--- src/rtl/pri_dec_96_7_if.sv ---
// Handshake and data bundle for the 96-entry index-to-one-hot decoder.
// The slave side is the decoder itself; the master side is the consumer
// that returns slot indices and collects the release bitmap.
interface pri_dec_96_7_if;
    // Input side: returned slot index.
    logic        in_valid;
    logic        in_ready;
    logic [6:0]  in_idx;

    // Output side: decoded slot.
    logic        out_valid;
    logic        out_ready;
    logic [95:0] out_onehot;
    logic [3:0]  out_grp;
    logic [3:0]  out_ofs;
    logic        out_err;

    // Release bitmap owned by the free-list logic.
    logic        acc_clr;
    logic [95:0] acc_map;

    modport master (
        output in_valid,
        input  in_ready,
        output in_idx,
        input  out_valid,
        output out_ready,
        input  out_onehot,
        input  out_grp,
        input  out_ofs,
        input  out_err,
        output acc_clr,
        input  acc_map
    );

    modport slave (
        input  in_valid,
        output in_ready,
        input  in_idx,
        output out_valid,
        input  out_ready,
        output out_onehot,
        output out_grp,
        output out_ofs,
        output out_err,
        input  acc_clr,
        output acc_map
    );
endinterface

--- src/rtl/pri_dec_96_7.sv ---
// Two-stage 7-bit index to 96-bit one-hot decoder with valid/ready flow
// control and a running bitmap of every released slot.
//   S1: registers the index split into group (idx/12) and offset (idx%12),
//       found by comparing against the multiples of 12.
//   S2: registers the one-hot mask built from group/offset; drives outputs.
module pri_dec_96_7 #(
    parameter bit SIM_EMULATE = 1'b0
) (
    input  logic          clk,
    input  logic          rst,
    pri_dec_96_7_if.slave bus
);

    localparam int unsigned N_GRP    = 8;
    localparam int unsigned GRP_SIZE = 12;
    localparam int unsigned N_SLOT   = N_GRP * GRP_SIZE;

    // Decoded location of one index.
    typedef struct packed {
        logic [3:0] grp;
        logic [3:0] ofs;
        logic       err;
    } loc_t;

    // Kept only so the decoder shares a parameter list with the encoder.
    if (SIM_EMULATE) begin : g_sim_emulate
    end

    // Split an index into group/offset by range compare; indices past the
    // last slot map to the sentinel group 8 with offset 0.
    function automatic loc_t locate(input logic [6:0] idx);
        loc_t       r;
        logic [6:0] base;
        // NOTE: every field gets a default before any conditional update, so
        // no path through this logic can leave a bit unassigned (no latch).
        r    = '0;
        base = '0;
        if (idx >= 7'(N_SLOT)) begin
            r.err = 1'b1;
            r.grp = 4'(N_GRP);
        end else begin
            for (int g = 1; g < int'(N_GRP); g++) begin
                if (idx >= 7'(g * GRP_SIZE)) begin
                    r.grp = 4'(g);
                    base  = 7'(g * GRP_SIZE);
                end
            end
            r.ofs = 4'(idx - base);
        end
        return r;
    endfunction

    // Place a single bit at position ofs inside the 12-bit slice of grp.
    function automatic logic [95:0] expand(input loc_t l);
        logic [95:0] m;
        m = '0;
        if (!l.err) begin
            for (int g = 0; g < int'(N_GRP); g++) begin
                if (l.grp == 4'(g)) begin
                    m[g*GRP_SIZE +: GRP_SIZE] = 12'b1 << l.ofs;
                end
            end
        end
        return m;
    endfunction

    // Pipeline state.
    logic        s1_valid_q;
    loc_t        s1_loc_q;
    logic        s2_valid_q;
    loc_t        s2_loc_q;
    logic [95:0] s2_onehot_q;
    logic [95:0] acc_q;

    // Handshake terms.
    logic        in_ready;
    logic        in_xfer;
    logic        out_xfer;
    logic        s2_take;
    loc_t        in_loc;

    // S1 can accept whenever it is empty or its content moves on to S2;
    // that is true when S2 is empty or S2 is being drained this cycle.
    assign in_ready = !rst && (!s1_valid_q || !s2_valid_q || bus.out_ready);
    assign in_xfer  = bus.in_valid && in_ready;
    assign out_xfer = s2_valid_q && bus.out_ready;
    assign s2_take  = !s2_valid_q || bus.out_ready;
    assign in_loc   = locate(bus.in_idx);

    // S1 valid bit: refill from the input whenever S1 is free to advance.
    always_ff @(posedge clk) begin
        // NOTE: sequential state uses non-blocking assignments so every
        // register samples the pre-edge value of every other register.
        if (rst) begin
            s1_valid_q <= 1'b0;
        end else if (in_ready) begin
            s1_valid_q <= bus.in_valid;
        end
    end

    // S1 payload: captured on input transfers only.
    always_ff @(posedge clk) begin
        // NOTE: the payload is qualified by s1_valid_q, so it carries no
        // reset; only the valid bit has to be cleared.
        if (in_xfer) begin
            s1_loc_q <= in_loc;
        end
    end

    // S2: load from S1 when empty or draining; hold while stalled.
    always_ff @(posedge clk) begin
        if (rst) begin
            s2_valid_q  <= 1'b0;
            s2_loc_q    <= '0;
            s2_onehot_q <= '0;
        end else if (s2_take) begin
            s2_valid_q <= s1_valid_q;
            if (s1_valid_q) begin
                s2_loc_q    <= s1_loc_q;
                s2_onehot_q <= expand(s1_loc_q);
            end
        end
    end

    // Release bitmap: a clear coinciding with a delivery keeps that delivery.
    always_ff @(posedge clk) begin
        if (rst) begin
            acc_q <= '0;
        end else if (bus.acc_clr && out_xfer) begin
            acc_q <= s2_onehot_q;
        end else if (bus.acc_clr) begin
            acc_q <= '0;
        end else if (out_xfer) begin
            acc_q <= acc_q | s2_onehot_q;
        end
    end

    assign bus.in_ready   = in_ready;
    assign bus.out_valid  = s2_valid_q;
    assign bus.out_onehot = s2_onehot_q;
    assign bus.out_grp    = s2_loc_q.grp;
    assign bus.out_ofs    = s2_loc_q.ofs;
    assign bus.out_err    = s2_loc_q.err;
    assign bus.acc_map    = acc_q;

endmodule

--- src/flat_wrapper.sv ---
// flat-port wrapper written by rule: the top's interface ports become plain ports
module pri_dec_96_7_flat 
#(
    parameter bit SIM_EMULATE = 1'b0
)
  (clk, rst, bus_in_valid, bus_in_ready, bus_in_idx, bus_out_valid, bus_out_ready, bus_out_onehot, bus_out_grp, bus_out_ofs, bus_out_err, bus_acc_clr, bus_acc_map);
  pri_dec_96_7_if bus_i ();
  input  logic clk;
  input  logic rst;
  input wire logic [$bits(bus_i.in_valid)-1:0] bus_in_valid;
  output wire logic [$bits(bus_i.in_ready)-1:0] bus_in_ready;
  input wire logic [$bits(bus_i.in_idx)-1:0] bus_in_idx;
  output wire logic [$bits(bus_i.out_valid)-1:0] bus_out_valid;
  input wire logic [$bits(bus_i.out_ready)-1:0] bus_out_ready;
  output wire logic [$bits(bus_i.out_onehot)-1:0] bus_out_onehot;
  output wire logic [$bits(bus_i.out_grp)-1:0] bus_out_grp;
  output wire logic [$bits(bus_i.out_ofs)-1:0] bus_out_ofs;
  output wire logic [$bits(bus_i.out_err)-1:0] bus_out_err;
  input wire logic [$bits(bus_i.acc_clr)-1:0] bus_acc_clr;
  output wire logic [$bits(bus_i.acc_map)-1:0] bus_acc_map;
  assign bus_i.in_valid = bus_in_valid;
  assign bus_in_ready = bus_i.in_ready;
  assign bus_i.in_idx = bus_in_idx;
  assign bus_out_valid = bus_i.out_valid;
  assign bus_i.out_ready = bus_out_ready;
  assign bus_out_onehot = bus_i.out_onehot;
  assign bus_out_grp = bus_i.out_grp;
  assign bus_out_ofs = bus_i.out_ofs;
  assign bus_out_err = bus_i.out_err;
  assign bus_i.acc_clr = bus_acc_clr;
  assign bus_acc_map = bus_i.acc_map;
  pri_dec_96_7 #(.SIM_EMULATE(SIM_EMULATE)) u_core (.clk(clk), .rst(rst), .bus(bus_i));
endmodule
--- config.mk ---
export PLATFORM = sky130hd
export DESIGN_NAME = pri_dec_96_7_flat
export DESIGN_NICKNAME = d
export VERILOG_FILES = /design/src/rtl/pri_dec_96_7_if.sv /design/src/rtl/pri_dec_96_7.sv /design/src/flat_wrapper.sv
export SDC_FILE = /design/constraint.sdc
export NUM_CORES = 1
export LEC_CHECK = 0
export CAP_MARGIN = 25
export CELL_PAD_IN_SITES_DETAIL_PLACEMENT = 2
export CELL_PAD_IN_SITES_GLOBAL_PLACEMENT = 2
export CORE_MARGIN = 4
export CORE_UTILIZATION = 27
export DETAILED_ROUTE_END_ITERATION = 8
export PLACE_DENSITY_LB_ADDON = 0.3
export SLEW_MARGIN = 20
export SYNTH_ARGS = -nofsm -noshare
export SYNTH_HDL_FRONTEND = slang
export SYNTH_SLANG_ARGS = --single-unit
--- constraint.sdc ---
create_clock -name clk -period 3.1 [get_ports clk]
set_clock_uncertainty 0.15 [all_clocks]
set_input_delay 0.31 -clock clk [delete_from_list [all_inputs] [get_ports clk]]
set_output_delay 0.31 -clock clk [all_outputs]
set_load 0.02 [all_outputs]
==> flow_summary.toml, run 1 <==
[synth]
ys_seq_area_share_pct = 57.3
ys_dominant_reg_cell = "dfxtp_1"
syn_area_sq_mm = 0.00757
yosysUniqueCellTypes = 42
synth_seq_cells = 212
synth-edff-count = 9
yosys.area.top_type_share_pct = 53.7
synthesis.nets = 886
synth_area_per_cell_sq_um = 8.67
yosys-top-cells-area = "dfxtp_1 54%, nor2b_1 8.7%, a21oi_1 7.2%, nand2_1 6.0%, o21ai_0 5.8%"
syn_inst = 873
yosysTopAreaCell = "dfxtp_1"
yosysWarnings = 0
async_flop_share_pct = 0
synth_most_common_cell = "dfxtp_1"
synth_common_cells = "203 x dfxtp_1, 121 x nand2_1, 109 x a21oi_1"

[floorplanning]
io_pins = 215
start_util_pct = 27.3
coreArea_sq_mm = 0.0277
dieHeight_microns = 175
placementRows = 61
die_w_microns = 175
dieArea_sq_mm = 0.0308

[pwr]
p_per_area_mw_per_mm2 = 544
vdd_drop_max_mv = 0.258
p_leak_uw = 0.00379

[clock_tree]
cts_htree_levels = 1
cts_root_buf = "clkbuf_16"
clockBufferDepth = 3
cts_num_sinks = 212
cts_setup_buffers = 0
cts_tree = "done"
hold_buffers = 0
cts_resized = 0
cts_buffers = 25
clk_pin_slew_ps = 60
insertion_delay_ps = 510

[critical_path]
r2r_start = "u_core.s1_valid_q"
endpoint_kind = "output pin"
rrSetupSlack_ps = 750
slowest_delay_ps = 690
r2r-end = "u_core.bus.out_onehot[19]"
crit_path_start_kind = "register"
crit_fanout = 16
cpLargestDelayFamily = "flip-flops"
path_cells = "a21oi_1 > clkdlybuf4s50_1"
worst-setup-path-type = "register to output pin"
worstPathArrival_ps = 2040
cp.required_ps = 2640
reg2regPathDepth = 4
slowest_stage = "dfxtp_1"
crit_buf_inv = 1

[timing]
setup_ws_ps = 598
rsz0062_at_grt = "false"
worst_pin_slew_ps = 930
hold_viol_final = 0
fmax_ghz = 0.400
tns_ps = 0
relSlewSlack_pct = 38.0
period_share_pct = 80.7
finalCriticalPeriod_ps = 2500
slew_violations = 0
setup_violations = 0

[detailed_routing]
dr.first_iter.drc_count = 349
viasPerCell = 4.70
ant_nets = 0
drc = 0
drt_wl_total_mm = 28.5
vias = 6873
wire_per_inst_microns = 19.5
first_pass_iters = 4

[worst_hold_path]
hold_depth = 2
worst_hold_path.endpoint = "u_core.bus.acc_map[50]"
hp-class = "input port to register"
hp-start = "rst"

[place]
pre_cts_slack_ps = 263
port_buffers = 214
dp_cells = 1417
dp_hpwl_mm = 19.4
gp_congestion = 0.763

[final_layout]
syn2layout_area_growth_pct = 43.5
drive_above_1_share_pct = 6.18
final_core_util_pct = 39.2
fin_nets = 1079
final_cells = 1463
n_fill_cell = 3037

[grt]
grt_pass1_vias = 7323
grt_overflow_total = 0
antenna_found_initial = 0
grt_max_degree = 97
grt_pass1_wl_mm = 44.2
track_usage_pct = 18.1

[run_status]
status = "finished, final reports clean"

[run]
timing.max_cap.violations = 0
sequential cells by signal, indices dropped and copies added, names as in the netlist:
name	cells
u_core.bus.acc_map	96
u_core.bus.out_valid	1
u_core.bus.out_err	1
u_core.bus.out_onehot	96
u_core.bus.out_grp	4
u_core.bus.out_ofs	4
u_core.s1_valid_q	1
u_core.s1_loc_q	9
layout by cell type (no fill, tap or decap), types with 2 or more instances in the layout:
cell type / n
or3_1: 4
dfxtp_1: 203
nor2b_1: 105
clkbuf_16: 25
nand3_1: 18
clkbuf_1: 6
clkinv_2: 5
a21oi_1: 109
buf_4: 11
nand4_1: 2
nand2_1: 121
o21ai_0: 87
inv_1: 5
and3b_1: 2
o21ai_2: 10
edfxtp_1: 9
nand2b_1: 4
a221o_1: 2
nor2_1: 106
nor3_1: 4
clkbuf_8: 8
nor3b_1: 2
clkdlybuf4s50_1: 212
kinds of logic after synthesis:
kind of cell	after synthesis	share of synthesized area (%)
AND/OR/NAND/NOR	378	23.7
AO/OA/AOI/OAI	215	15.1
flip-flops	212	57.3
buffers and inverters	63	3.29
XOR/XNOR	2	0.232
adder cells (fa/ha/maj)	2	0.298
multiplexers	1	0.132
worst max-delay path by stage:
stage,from,to,cells past startpoint
after floorplan,bus_in_idx[4],u_core.s1_loc_q[4],9
after global placement,bus_in_idx[6],u_core.s1_loc_q[4],10
after detailed placement,bus_in_idx[6],u_core.s1_loc_q[4],10
after CTS,u_core.bus.out_valid,bus_in_ready,3
after global routing,u_core.bus.out_valid,bus_in_ready,3
final,u_core.s1_valid_q,bus_in_ready,2
area by class of cell:
cell class	count	area, sq um	area share, %
Clock buffer	39	758	6.98
Tap cell	378	473	4.35
Clock inverter	6	55.1	0.507
Multi-Input combinational cell	598	2990	27.6
Antenna cell	1	2.50	0.0230
Sequential cell	212	4330	39.9
Timing Repair Buffer	224	2220	20.5
Inverter	5	18.8	0.173
layer usage:
layer,global-route usage [%],part of all wire (%)
met5,0,0
met4,3.35,1.4
met3,2.54,3.8
met2,32.7,50
met1,23.3,45
through the flow:
stage	total power (uW)	area, sq um	hold slack, ps
3_3_place_gp	3070	10000	294
5_1_grt	6160	10900	101
2_1_floorplan	2970	7570	277
3_5_place_dp	3080	10000	309
4_1_cts	5990	10900	83.3
6_report	5900	10900	92.6
worst reg2reg max path: cells and delay by family (launching register included):
| family | cells | cell delay, ps |
|---|---|---|
| AND/OR/NAND/NOR | 3 | 1210 |
| flip-flops | 1 | 690 |
| AO/OA/AOI/OAI | 1 | 220 |
report_power, final:
group / leakage (uW) / switching, uW / internal [uW]
Sequential: 0.00172 / 19.4 / 2760
Clock: 0.000406 / 1140 / 1750
Combinational: 0.00166 / 172 / 62.0
Total: 0.00379 / 1330 / 4570
Power figures use the tool's default switching activity.
==> run 2, diff against run 1 <==
clock period = 2.6 ns   (was 3.1 ns; I/O delays follow)
==> flow_summary.toml, run 2 (same netlist as run 1, synthesis figures left out) <==
[final_layout]
fin_nets = 1089
drive_above_1_share_pct = 7.04
syn2layout_area_growth_pct = 44.4
final_core_util_pct = 39.4
final_common_cell = "clkdlybuf4s50_1"
mostFrequentLayoutCells = "212 x clkdlybuf4s50_1, 203 x dfxtp_1, 121 x nand2_1"
antenna_cells = 0

[clock_tree]
cts_tree = "done"
clockBufferDepth = 3
cts_setup_buffers = 0
cts_root_buf = "clkbuf_16"
cts_num_sinks = 212
cts_htree_levels = 1
hold_buffers = 0
cts_buffers = 25
cts_resized = 0
clk_pin_slew_ps = 60
insertion_delay_ps = 520

[run_status]
status = "finished, final reports clean"

[timing]
setup_ws_ps = 190
rsz0062_at_grt = "false"
hold_viol_final = 0
finalCriticalPeriod_ps = 2410
relSlewSlack_pct = 56.7
period_share_pct = 92.7
fmax_ghz = 0.415
slew_violations = 0
setup_violations = 0
tns_ps = 0
worst_pin_slew_ps = 648

[floorplanning]
die_w_microns = 175
io_pins = 215
dieHeight_microns = 175
coreArea_sq_mm = 0.0277
start_util_pct = 27.3
dieArea_sq_mm = 0.0308
placementRows = 61

[place]
pre_cts_slack_ps = -94.9
port_buffers = 214
gp_congestion = 0.778
dp_hpwl_mm = 19.1

[grt]
grt_max_degree = 97
track_usage_pct = 17.6
grt_pass1_wl_mm = 43.4
grt_overflow_total = 0
grt_pass1_vias = 7234
antenna_found_initial = 0

[detailed_routing]
drt_wl_total_mm = 28.2
first_pass_iters = 4
wire_per_inst_microns = 19.1
drc = 0
vias = 6868
viasPerCell = 4.67
ant_nets = 0
dr.first_iter.drc_count = 329

[pwr]
p_total_uw = 6950
p_leak_uw = 0.00384
p_per_area_mw_per_mm2 = 636
vdd_drop_max_mv = 0.324

[critical_path]
rrSetupSlack_ps = 480
endpoint_kind = "output pin"
crit_fanout = 5
cp.required_ps = 2190
path_cells = "nor2b_2 > a21oi_1 > clkdlybuf4s50_1"
worstPathArrival_ps = 2000
worst-setup-path-type = "register to output pin"
slowest_stage = "clkdlybuf4s50_1"
crit_path_start_kind = "register"
slowest_delay_ps = 660

[run]
timing.max_cap.violations = 0

[worst_hold_path]
hp-class = "input port to register"
run 2: changes by cell type in the layout (fill, tap and decap cells not counted), sizes merged:
cell and delta:
bufinv -1, diode -1, clkbuf -1, inv +2
buf +10
run 2: metal layers:
metal	track usage, %	share of wire (%)	vias up
met5	0	0	-
met1	23.1	45	3401
met2	31.2	50	138
li1	-	-	3293
met3	2.28	3.6	36
met4	3.77	1.8	0
run 2: final timing paths:
path | from | endpoint | cells after the start
worst max-delay path | u_core.bus.out_valid | bus_in_ready | 3
worst min-delay path | rst | u_core.bus.out_err | 2
worst min register to register | u_core.bus.out_ofs[3] | u_core.bus.out_ofs[3] | 2
worst max register to register | u_core.bus.out_valid | u_core.bus.out_onehot[23] | 4
run 2: per-stage QoR:
stage	cells	hold slack (ps)	cell area, sq um
6_report	1472	20.0	10900
5_1_grt	1472	17.2	10900
4_1_cts	1472	5.03	10900
3_5_place_dp	1427	308	10100
3_3_place_gp	1427	303	10100
2_1_floorplan	873	227	7570
run 2: where the power goes:
group	internal, uW	switching, uW
clock network	1970	1370
registers	3290	19.3
logic	86.3	208
run 2: layout make-up:
type / count / area, sq um
inverters: 5 / 18.8
well taps: 378 / 473
flip-flops and latches: 212 / 4330
clock buffers: 38 / 744
clock inverters: 7 / 40.0
fillers: 3039 / 16800
multi-input cells: 598 / 2990
repair buffers: 234 / 2320
run 2: worst max-delay path, delay by kind of cell, from the launching register on:
kind,cells,cell delay [ps]
AOI/OAI and AO/OA,1,260
buffers and inverters,1,660
DFF,1,360
and+or+nand+nor,1,210
==> run 3, diff against run 2 <==
MAX_ROUTING_LAYER = met4   (was unset)
SLEW_MARGIN = 0   (was 20)
==> flow_summary.toml, run 3 (same netlist as run 1, synthesis figures left out) <==
[run_status]
status = "finished, final reports clean"

[grt]
grt_pass1_wl_mm = 43.5
grt_use_met2_pct = 31.2
track_usage_pct = 18.1
grt_pass1_vias = 7229
gr-max-usage-layer = "met2"
grt_overflow_total = 0
antenna_found_initial = 0
grt_max_degree = 97
grtUsageMet3_pct = 2.04
use_met1_pct = 23.3

[floorplanning]
start_util_pct = 27.3
coreArea_sq_mm = 0.0277
io_pins = 215
dieArea_sq_mm = 0.0308
dieHeight_microns = 175
die_w_microns = 175
placementRows = 61

[final_layout]
final_common_cell = "clkdlybuf4s50_1"
drive_above_1_share_pct = 7.04
mostFrequentLayoutCells = "212 x clkdlybuf4s50_1, 203 x dfxtp_1, 121 x nand2_1"
syn2layout_area_growth_pct = 44.4
antenna_cells = 0
fin_nets = 1089

[detailed_routing]
drc = 0
ant_nets = 0
dr.first_iter.drc_count = 335
first_pass_iters = 4
vias = 6858
drt_wl_total_mm = 28.1
wire_per_inst_microns = 19.1
viasPerCell = 4.66

[timing]
hold_viol_final = 0
tns_ps = 0
finalCriticalPeriod_ps = 2400
worst_pin_slew_ps = 638
fmax_ghz = 0.416
period_share_pct = 92.4
relSlewSlack_pct = 57.3
slew_violations = 0
hold-worst-slack_ps = 22.6
rsz0062_at_grt = "false"
setup_violations = 0

[clock_tree]
cts_num_sinks = 212
clockBufferDepth = 3
cts_htree_levels = 1
cts_resized = 0
cts_buffers = 25
cts_root_buf = "clkbuf_16"
hold_buffers = 0
insertion_delay_ps = 520
cts_tree = "done"
clk_pin_slew_ps = 60
cts_setup_buffers = 0

[worst_hold_path]
hp-class = "input port to register"

[critical_path]
crit_path_start_kind = "register"
slowest_delay_ps = 660
endpoint_kind = "output pin"
worst-setup-path-type = "register to output pin"
crit_buf_inv = 1
path_cells = "nor2b_2 > a21oi_1 > clkdlybuf4s50_1"
worstPathArrival_ps = 1990
slowest_stage = "clkdlybuf4s50_1"
cpLargestDelayFamily = "buffers and inverters"
crit_fanout = 5
cp.required_ps = 2190

[run]
timing.max_cap.violations = 0

[pwr]
p_per_area_mw_per_mm2 = 636
p_total_uw = 6950
vdd_drop_max_mv = 0.324
p_leak_uw = 0.00384

[place]
port_buffers = 214
gp_congestion = 0.789
dp_hpwl_mm = 19.1
## run 3: metal layers
metal | vias to the layer above | wire length, microns
met5 | - | 0
met4 | 0 | 486
li1 | 3293 | -
met1 | 3394 | 12700
met2 | 137 | 14000
met3 | 34 | 903
## run 3: layout make-up
cell class	instances	area, sq um
Inverter	5	18.8
Sequential cell	212	4330
Clock buffer	38	744
Tap cell	378	473
Clock inverter	7	40.0
Multi-Input combinational cell	598	2990
Fill cell	3039	16800
Timing Repair Buffer	234	2320
## run 3: through the flow
step	utilization, %	std cells	worst slack [ps]	cell area, sq um
6_report	39.4	1472	198	10900
5_1_grt	39.4	1472	89.6	10900
4_1_cts	39.4	1472	165	10900
3_5_place_dp	36.6	1427	-94.9	10100
3_3_place_gp	36.6	1427	10.1	10100
2_1_floorplan	-	873	378	7570
## run 3: worst paths after layout
kind | from | to | slack, ps | cells past startpoint
max | u_core.bus.out_valid | bus_in_ready | 200 | 3
min | rst | u_core.bus.out_err | 20 | 2
max reg2reg | u_core.bus.out_valid | u_core.bus.out_onehot[23] | 480 | 4
min reg2reg | u_core.bus.out_ofs[3] | u_core.bus.out_ofs[3] | 320 | 2
## run 3: power by group
part	internal [uW]	switching (uW)	total (uW)
registers	3290	19.5	3310
clock network	1970	1370	3340
logic	86.3	207	294
total	5340	1600	6950
